--- config.mk ---
export PLATFORM = sky130hd
export DESIGN_NAME = ex_hazard_ctrl
export DESIGN_NICKNAME = d
export VERILOG_FILES = /design/src/rtl/ex_hazard_ctrl.sv
export SDC_FILE = /design/constraint.sdc
export NUM_CORES = 1
export LEC_CHECK = 0
export BUFFER_PORTS_ARGS = -buffer_cell sky130_fd_sc_hd__clkbuf_2
export CAP_MARGIN = 20
export CORE_MARGIN = 1
export CORE_UTILIZATION = 51
export CTS_CLUSTER_SIZE = 8
export DETAILED_ROUTE_END_ITERATION = 8
export PLACE_DENSITY = 0.79
export SKIP_LAST_GASP = 1
export SLEW_MARGIN = 20
export SYNTH_ARGS = -nofsm -noshare
export SYNTH_HDL_FRONTEND = slang
export SYNTH_SLANG_ARGS = --single-unit
--- constraint.sdc ---
create_clock -name clk -period 2.8 [get_ports clk]
set_input_delay 0.14 -clock clk [delete_from_list [all_inputs] [get_ports clk]]
set_output_delay 0.14 -clock clk [all_outputs]
set_load 0.1 [all_outputs]
--- src/rtl/ex_hazard_ctrl.sv ---
// Execute-stage sequencing: redirect flushes, load-use bubbles and
// the multicycle start/done handshake, plus stall statistics.
module ex_hazard_ctrl #(
  parameter int LD_STALL_CYC = 1,
  parameter int MC_TIMEOUT   = 64,
  parameter int CNT_W        = 32
) (
  input  logic             clk,
  input  logic             rst,
  input  logic             branch_taken_ex,
  input  logic             pc_src_ex,
  input  logic             ex_is_load,
  input  logic             ex_rf_wb,
  input  logic [4:0]       rd_ex,
  input  logic [4:0]       rs1_dec,
  input  logic [4:0]       rs2_dec,
  input  logic             rs1_used,
  input  logic             rs2_used,
  input  logic             ex_mc_op,
  input  logic             mc_done,
  output logic             pc_en,
  output logic             if_id_en,
  output logic             id_ex_en,
  output logic             if_id_flush,
  output logic             id_ex_flush,
  output logic             ex_mem_flush,
  output logic             mc_start,
  output logic             mc_timeout,
  output logic [CNT_W-1:0] stall_cnt
);

  localparam int WW = (MC_TIMEOUT > 2) ? $clog2(MC_TIMEOUT) : 1;

  localparam logic [1:0] S_RUN = 2'd0;
  localparam logic [1:0] S_LD  = 2'd1;
  localparam logic [1:0] S_MC  = 2'd2;

  localparam logic [2:0]    LD_LAST = 3'(LD_STALL_CYC - 1);
  localparam logic [WW-1:0] TO_LAST = WW'(MC_TIMEOUT - 1);

  logic [1:0]       state_q, state_d;
  logic [2:0]       ld_cnt_q, ld_cnt_d;
  logic [WW-1:0]    wait_cnt_q, wait_cnt_d;
  logic             mc_timeout_q, mc_timeout_d;
  logic [CNT_W-1:0] stall_cnt_q, stall_cnt_d;

  logic redirect;
  logic rs1_hit;
  logic rs2_hit;
  logic load_use;

  assign redirect = branch_taken_ex | pc_src_ex;
  assign rs1_hit  = rs1_used & (rs1_dec == rd_ex);
  assign rs2_hit  = rs2_used & (rs2_dec == rd_ex);
  assign load_use = ex_is_load & ex_rf_wb & (rd_ex != 5'd0)
                  & (rs1_hit | rs2_hit);

  always_comb begin
    state_d      = state_q;
    ld_cnt_d     = ld_cnt_q;
    wait_cnt_d   = wait_cnt_q;
    mc_timeout_d = mc_timeout_q;
    pc_en        = 1'b1;
    if_id_en     = 1'b1;
    id_ex_en     = 1'b1;
    if_id_flush  = 1'b0;
    id_ex_flush  = 1'b0;
    ex_mem_flush = 1'b0;
    mc_start     = 1'b0;

    unique case (state_q)
      S_RUN: begin
        if (redirect) begin
          if_id_flush = 1'b1;
          id_ex_flush = 1'b1;
        end else if (ex_mc_op) begin
          mc_start     = 1'b1;
          pc_en        = 1'b0;
          if_id_en     = 1'b0;
          id_ex_en     = 1'b0;
          ex_mem_flush = 1'b1;
          state_d      = S_MC;
          wait_cnt_d   = '0;
        end else if (load_use) begin
          pc_en       = 1'b0;
          if_id_en    = 1'b0;
          id_ex_flush = 1'b1;
          if (LD_STALL_CYC > 1) begin
            state_d  = S_LD;
            ld_cnt_d = 3'd1;
          end
        end
      end
      S_LD: begin
        pc_en       = 1'b0;
        if_id_en    = 1'b0;
        id_ex_flush = 1'b1;
        ld_cnt_d    = ld_cnt_q + 3'd1;
        if (ld_cnt_q == LD_LAST) state_d = S_RUN;
      end
      S_MC: begin
        if (mc_done) begin
          state_d = S_RUN;
        end else begin
          pc_en        = 1'b0;
          if_id_en     = 1'b0;
          id_ex_en     = 1'b0;
          ex_mem_flush = 1'b1;
          wait_cnt_d   = wait_cnt_q + WW'(1);
          // give up on the unit; EX is released next cycle
          if (wait_cnt_q == TO_LAST) begin
            mc_timeout_d = 1'b1;
            state_d      = S_RUN;
          end
        end
      end
      default: state_d = S_RUN;
    endcase

    if (rst) begin
      pc_en        = 1'b0;
      if_id_en     = 1'b0;
      id_ex_en     = 1'b0;
      if_id_flush  = 1'b1;
      id_ex_flush  = 1'b1;
      ex_mem_flush = 1'b1;
      mc_start     = 1'b0;
    end

    stall_cnt_d = stall_cnt_q;
    if (!pc_en && (stall_cnt_q != '1)) stall_cnt_d = stall_cnt_q + 1'b1;
  end

  always_ff @(posedge clk) begin
    if (rst) begin
      state_q      <= S_RUN;
      ld_cnt_q     <= '0;
      wait_cnt_q   <= '0;
      mc_timeout_q <= 1'b0;
      stall_cnt_q  <= '0;
    end else begin
      state_q      <= state_d;
      ld_cnt_q     <= ld_cnt_d;
      wait_cnt_q   <= wait_cnt_d;
      mc_timeout_q <= mc_timeout_d;
      stall_cnt_q  <= stall_cnt_d;
    end
  end

  assign mc_timeout = mc_timeout_q;
  assign stall_cnt  = stall_cnt_q;

endmodule

==> out/metrics.yaml <==
synth_top_area_share_pct: 36.2
syn-num-nets: 286
fill_cells: 364
fin_util_pct: 65.7
power.density_nw_per_um2: 432
routabilityCongestion: 0.887
synthArstFlopShare_pct: 0
path_cells: "or4b_4 > nand2b_4 > nor2_4 > clkinv_4 > a31oi_4 > buf_12 > buf_4"
core_region_area_sq_um: 4090
vias: 2027
ys_ff_latch: 40
p_total_mw: 1.16
status: "finished clean"
cts_root_buffer: "clkbuf_8"
cts_tree: "yes"
finalWorstSetupSlack_ps: 467
worstMarginPinSlew_ps: 552
rsz0062_at_grt: "false"
critPathSlowestCell: "a31oi_4"
yosysSeqAreaShare_pct: 36.2
drtIter0Drc: 104
ys_top_cells_by_count: "42 x nor2_1, 40 x dfxtp_1, 32 x xnor2_1"
clock_skew_ps: 5.08
critical-path-max-stage-delay_ps: 440
grt-ovfl-total: 0
cpLargestDelayFamily: "buffers and inverters"
wl_per_cell_um: 12.5
clk_path_buf_depth: 2
initial_core_util_pct: 54.2
ys_types: 47
min_period_ps: 2330
dieHeight_um: 67.9
path_buf_inv: 3
critical_path_class: "reg -> out"
antenna_cells: 0
cts_max_level: 2
netlist_instances: 259
fmax_mhz: 429
synth_edf_count: 0
via_per_inst: 5.42
yosysTopAreaCell: "dfxtp_1"
clkTransAtPathRegs_ps: 80
ys_top_cells_by_area: "dfxtp_1 36%, xnor2_1 13%, nor2_1 7.1%, nand4_1 4.0%, nand2_1 3.2%"
hold_violations: 0
synthesis.area_sq_um: 2210
fin_tns_setup_ps: 0
total_leakage_power_nw: 1.04
setup_viol: 0
drc: 0
yosysMostFrequentCell: "nor2_1"
die_x_um: 67.9
port_buffers: 64
antenna_left: 0
ctsHoldBuffers: 0
crit_path_end_kind: "primary output"
drv_slew: 0
required_ps: 2660
antenna_found_initial: 0
clk-insertion-delay-late_ps: 290
io_pins: 65
start_kind: "register"
cts_setup_buffers: 0
cts_made_buffers: 5
wl_mm: 4.68
cts_resized: 0
pre_cts_slack_ps: 489
syn_area_per_cell_sq_um: 8.55
syn2layout_area_growth_pct: 21.3
first_pass_iters: 4
grt_max_degree: 43
maxSlewHeadroom_pct: 63.3
cts_sinks: 40
synth_warnings: 0
maxCapViolations: 0
grt_usage_pct: 22.8
grt_pass1_wl_mm: 7.98
worstPathArrival_ps: 2190
hp-class: "in -> reg"
synthFlopType: "dfxtp_1"
dp_hpwl_mm: 3.53
num-nets-final: 350
grt_pass1_vias: 1870
period_share_pct: 83.3
rows: 23
fp.dieArea_sq_um: 4610
cp_max_fo: 15
drive_above_1_share_pct: 30.9
peakVddDrop_uv: 236
## final timing paths
check                             from                         to  slack (ps)  cells past startpoint
min reg2reg    mc_timeout$_SDFFE_PP0P_    mc_timeout$_SDFFE_PP0P_         480                      2
max reg2reg  stall_cnt[5]$_SDFFE_PP0P_  stall_cnt[5]$_SDFFE_PP0P_         490                      8
max            state_q[1]$_SDFFE_PP0P_                      pc_en         470                      7
min                    branch_taken_ex    state_q[1]$_SDFFE_PP0P_         200                      3
## sequential cells by signal (all words and copies together) (netlist names)
register and count:
wait_cnt_q 6, mc_timeout 1, state_q 1, stall_cnt 32
## routing by layer
metal | part of all wire (%) | track usage (%)
met2 | 48 | 39.0
met1 | 47 | 27.5
met5 | 0 | 0
met4 | 1.3 | 7.29
met3 | 3.8 | 6.50
## tightest hold or removal path: stages
cell,delay [ps]
clkbuf_2,90
or4b_4,150
a21oi_1,70
## logic make-up (layout without fill, tap and decap cells)
logic type,after synthesis,count (layout),synth area share [%]
simple gates,144,144,37.3
flops,40,40,36.2
xor+xnor,38,38,15.0
compound gates,20,20,5.82
buf+inv,13,78,3.56
fa+ha+maj,2,2,1.13
mux,2,2,1.02
## cells in the final DEF (no fill, tap or decap), types with 2 or more instances in the layout
master,instances
a21oi_1,9
nor2b_1,2
xnor2_1,32
clkinv_2,2
nor2_1,42
nor4_1,4
nor3b_1,3
nor3_1,14
nor4b_1,2
or3_1,5
nand3_1,9
and3_1,5
and4_1,3
nand4b_1,2
nand4_1,14
xor2_1,6
nand2_1,19
clkbuf_2,62
mux2_2,2
buf_4,5
o21ai_0,5
ha_1,2
clkbuf_8,6
nor4_2,4
dfxtp_1,36
nand2b_1,2
dfxtp_2,4
## stage by stage
step	cell area, sq um	hold slack, ps	instances
detailed placement	2590	467	366
global placement	2590	457	366
floorplan	2230	360	259
finish	2680	202	374
global route	2680	216	374
CTS	2680	198	374
## cell type report
cell class / instances / area [sq um] / area share [%]
Clock buffer: 6 / 82.6 / 3.08
Timing Repair Buffer: 68 / 368 / 13.7
Sequential cell: 40 / 806 / 30.0
Inverter: 2 / 12.5 / 0.466
Clock inverter: 2 / 10.0 / 0.373
Multi-Input combinational cell: 206 / 1340 / 50.0
Tap cell: 50 / 62.6 / 2.33
## power by group
part / internal, mW / switching (mW) / leakage (nW)
Combinational: 0.0525 / 0.130 / 0.667
Sequential: 0.574 / 0.00722 / 0.324
Clock: 0.197 / 0.200 / 0.0510
Total: 0.823 / 0.337 / 1.04
No activity file was read; power rests on OpenSTA's default activity.
